==> config.mk <==
export PLATFORM = sky130hd
export DESIGN_NAME = if_stage
export DESIGN_NICKNAME = d
export VERILOG_FILES = /design/src/rtl/if_stage.sv
export SDC_FILE = /design/constraint.sdc
export NUM_CORES = 1
export LEC_CHECK = 0
export BUFFER_PORTS_ARGS = -buffer_cell sky130_fd_sc_hd__buf_2
export CAP_MARGIN = 20
export CORE_ASPECT_RATIO = 0.8
export CORE_MARGIN = 4
export CORE_UTILIZATION = 45
export CTS_CLUSTER_SIZE = 30
export DETAILED_ROUTE_END_ITERATION = 16
export GPL_TIMING_DRIVEN = 0
export PLACE_DENSITY = 0.68
export SYNTH_ARGS = -nofsm -noshare
export SYNTH_HDL_FRONTEND = slang
export SYNTH_SLANG_ARGS = --single-unit
==> constraint.sdc <==
create_clock -name clk -period 4.92 [get_ports clk]
set_input_delay 0 -clock clk [delete_from_list [all_inputs] [get_ports clk]]
set_output_delay 0 -clock clk [all_outputs]
set_load 0.005 [all_outputs]
==> src/rtl/if_stage.sv <==
// MIPS instruction-fetch stage: owns the PC, one outstanding imem request, drives IF/ID.
// IF/ID updates one cycle after rvalid; stall freezes IF/ID and parks a returned word in holdBuf.
module if_stage #(
  parameter logic [31:0] RESET_PC = 32'h0040_0000
) (
  input  logic        clk,
  input  logic        rst,
  input  logic        stall,
  input  logic        flush,
  input  logic        redirect_valid,
  input  logic [31:0] redirect_pc,
  output logic        imem_req,
  output logic [31:0] imem_addr,
  input  logic        imem_rvalid,
  input  logic [31:0] imem_rdata,
  output logic [31:0] pc_out,
  output logic [31:0] instruction_out,
  output logic        valid_out
);

  typedef enum logic [1:0] {START, FETCH, HOLD, DROP} state_t;

  state_t      state;
  logic [31:0] pc;
  logic [31:0] holdBuf;
  logic [31:0] pcPlus4;
  logic [31:0] redirectAligned;
  logic        deliver;
  logic [31:0] deliverWord;

  assign pcPlus4         = pc + 32'd4;
  assign redirectAligned = redirect_pc & ~32'h0000_0003;
  assign imem_addr       = pc;

  // A redirect in FETCH/HOLD always wins over delivering the current word.
  always_comb begin
    deliver     = 1'b0;
    deliverWord = imem_rdata;
    case (state)
      FETCH: deliver = !redirect_valid && imem_rvalid && !stall;
      HOLD: begin
        deliver     = !redirect_valid && !stall;
        deliverWord = holdBuf;
      end
      default: deliver = 1'b0;
    endcase
  end

  always_ff @(posedge clk or negedge rst) begin
    if (!rst) begin
      state           <= START;
      pc              <= RESET_PC;
      holdBuf         <= '0;
      imem_req        <= 1'b0;
      pc_out          <= '0;
      instruction_out <= '0;
      valid_out       <= 1'b0;
    end else begin
      if (flush) begin
        pc_out          <= '0;
        instruction_out <= '0;
        valid_out       <= 1'b0;
      end else if (!stall) begin
        pc_out          <= deliver ? pc : '0;
        instruction_out <= deliver ? deliverWord : '0;
        valid_out       <= deliver;
      end

      case (state)
        START: begin
          state    <= FETCH;
          imem_req <= 1'b1;
        end
        FETCH: begin
          if (redirect_valid) begin
            pc <= redirectAligned;
            if (!imem_rvalid) begin
              state    <= DROP;
              imem_req <= 1'b0;
            end
          end else if (imem_rvalid) begin
            if (stall) begin
              holdBuf  <= imem_rdata;
              state    <= HOLD;
              imem_req <= 1'b0;
            end else begin
              pc <= pcPlus4;
            end
          end
        end
        HOLD: begin
          if (redirect_valid) begin
            pc       <= redirectAligned;
            state    <= FETCH;
            imem_req <= 1'b1;
          end else if (!stall) begin
            pc       <= pcPlus4;
            state    <= FETCH;
            imem_req <= 1'b1;
          end
        end
        DROP: begin
          // The stale response must still be absorbed, so rvalid alone ends DROP.
          if (redirect_valid) pc <= redirectAligned;
          if (imem_rvalid) begin
            state    <= FETCH;
            imem_req <= 1'b1;
          end
        end
        default: begin
          state    <= START;
          imem_req <= 1'b0;
        end
      endcase
    end
  end

endmodule

==> reports/results.tsv <==
metric	value	unit
Net count, final	866	
Top delay family on crit path	buffers and inverters	
antenna violations before repair	0	
min Tclk post-route	2480	ps
xor/xnor share of the synthesized area	0	%
DIE WIDTH	137	µm
via count	5439	
post-synthesis simple-gate area fraction	13.0	%
Slew Viols, Final	0	
Peak Freq	403	MHz
share of cells above drive strength 1	30.3	%
diodes inserted	0	
first-pass GRT wire length	29200	µm
status	completed	
CP endpoint kind	flip-flop	
IO Port Bufs	161	
average wire per standard cell	18.4	µm
CTS tree	done	
peak supply drop	0.304	mV
Post-DP HPWL	12500	µm
DR iter-0 viols	449	
reg-to-reg startpoint	state[1]	
die area	15200	µm²
Required @ worst endpoint	5190	ps
post-synthesis instance area	5990	µm²
Final ANT Viol Nets	0	
hold path cells	4	
synthesized-area fraction occupied by adder cells	1.04	%
DR DRC count	0	
compound-gate portion of the synthesized area	16.2	%
Slew headroom	43.4	%
buffer and inverter count on the worst path	3	
H-tree lvl count	4	
Hold Crit Start	redirect_pc[27]	
total gr overflow	0	
#FFs+latches synth	129	
Filler Cell Count	1090	
Chip Height	111	µm
Num CTS Buffers	17	
number of flops mapped to enable cells by yosys	0	
Worst Setup SP	state[1]	
Post-synth ARST share	100	%
Final setup viols	0	
IO Count	168	
critical path depth in cells	7	
Root Driver	clkbuf_16	
CP Data Arrival Time	2760	ps
final hold violation count	0	
top_reg_cell synth	dfrtp_1	
Post-Route Utilization	63.2	%
PD cells	514	nW/µm²
Layout area overhead	36.9	%
max_cap viols	0	
pin count of the biggest net entering global routing	94	
GRT Util Overall	24.5	%
CP max stage delay	470	ps
Clock Sinks	129	
synth warn	0	
Initial Util	46.2	%
fraction of synthesized area in multiplexers	12.4	%
FF/Latch Area	3230	µm²
Mapped Avg Cell Area	10.9	µm²
RSZ-0062 raised after global routing	false	
Final Skew	6.79	ps
worst-case clock buffer depth	2	
critical-path maximum fanout	10	
area of the multi-input gates	2560	µm²
crit path max-delay cell type	clkbuf_1	
R2R cell count	7	
Row Count	37	
Seq/Total Area, Yosys	53.9	%
number of global-route vias before repair	5601	
final instance area	8200	µm²
CP Launch Type	flip-flop	
LEAKAGE	3.85	nW
crit path kind	flip-flop to flip-flop	
fin crit share	50.5	%
Post-Route WL	18000	µm
Via-to-Cell Ratio	5.56	
Distinct cells, synth	46	
measured slew at the worst slew-check pin	843	ps
Most common cell on crit path	clkbuf_1	
critical path, cell by cell	inv_1 > ha_1 > nor2b_1 > o41ai_1 > clkbuf_1 > clkbuf_1 > a21oi_1	
clock-pin slew of the registers on the worst-case setup and hold paths	50	ps
DR pass1 iterations	5	
Core Footprint	13000	µm²
Clock Latency Late Sink	420	ps
post-route setup TNS	0	ps
GPL Wtd Cong	0.930	
worst hold path class	primary input to flip-flop	
Post-Synthesis Cells	551	
main combinational cell family by area after synthesis	compound AO/OA/AOI/OAI gates	
Post-DP Area	7050	µm²
## layout by cell type, fill, tap and decap left out, types with 12 or more instances in the layout
master	n
a22o_1	26
o21ai_0	56
clkbuf_16	17
clkbuf_1	31
a21oi_1	31
dfrtp_1	128
nand3_1	15
buf_2	171
dlygate4sd3_1	58
nor2_1	12
nand2_1	59
mux2_2	33
mux2i_1	37
## logic make-up after synthesis
family,count (synthesis)
mux,70
other cells,1
simple gates,145
fa+ha+maj,5
buf+inv,48
compound gates,153
flops,129
## Yosys cell counts, types with 7 or more instances
cell | count | area share [%]
a311oi_1 | 8 | 1.2
o22ai_1 | 11 | 1.1
mux2i_1 | 37 | 6.2
nor2_1 | 12 | 0.75
mux2_2 | 33 | 6.2
dfrtp_1 | 128 | 54
or3_1 | 10 | 1.0
inv_1 | 7 | 0.44
buf_2 | 11 | 0.92
a22o_1 | 26 | 3.8
nand3_1 | 15 | 1.3
nand2_1 | 59 | 3.7
a21oi_1 | 31 | 2.6
clkbuf_1 | 26 | 1.6
nor3_1 | 11 | 0.92
o21ai_0 | 56 | 4.7
## tightest hold or removal path: stages
cell      delay, ps
buf_2            70
or3_1            90
o21ai_0          70
a211oi_1        170
## flip-flops by register name, indices dropped and copies added (netlist names)
signal and cells:
imem_addr 30, pc_out 31, valid_out 1, holdBuf 32, instruction_out 32, state 2
imem_req 1
## per-layer routing
metal / track usage [%] / wire (µm)
met2: 36.9 / 8180
met1: 34.3 / 7940
met3: 5.58 / 1310
met4: 9.38 / 518
met5: 0 / 0
## metrics by stage
stage	setup slack, ps	cells	total power [mW]	hold slack [ps]
6_report	2440	978	4.21	41.1
5_1_grt	2260	978	4.45	79.7
4_1_cts	2510	978	4.21	19.7
3_5_place_dp	2520	889	2.95	-80.9
3_3_place_gp	2160	888	2.88	248
2_1_floorplan	2960	552	2.42	-296
## power by group
group | switching, mW | leakage (nW) | internal [mW]
Combinational | 0.715 | 1.92 | 0.596
Sequential | 0.309 | 1.64 | 1.37
Clock | 0.439 | 0.281 | 0.779
## area by class of cell
class | instances | area share [%]
buffer | 41 | 2.18
clock buffer | 25 | 5.92
clock inverter | 6 | 0.977
inverter | 7 | 0.321
multi-input combinational | 375 | 31.2
sequential | 129 | 39.4
tap | 175 | 2.67
timing repair buffer | 220 | 17.3
## what timing repair did
| action | CTS | global route |
|---|---|---|
| setup endpoints to repair | 0 | 0 |
| setup buffers | 0 | 0 |
| hold endpoints to repair | 217 | 0 |
| hold buffers | 58 | 0 |
| gates resized for setup | 0 | 0 |
## worst paths after layout
path / slack [ps] / to
hold / removal: 40 / imem_addr[27]
hold reg to reg: 470 / instruction_out[19]
setup reg to reg: 2440 / imem_addr[15]
max in group asynchronous: 4090 / pc_out[3]
min in group asynchronous: 50 / pc_out[14]
setup / recovery: 2440 / imem_addr[15]
No activity file was read; power rests on OpenSTA's default activity.
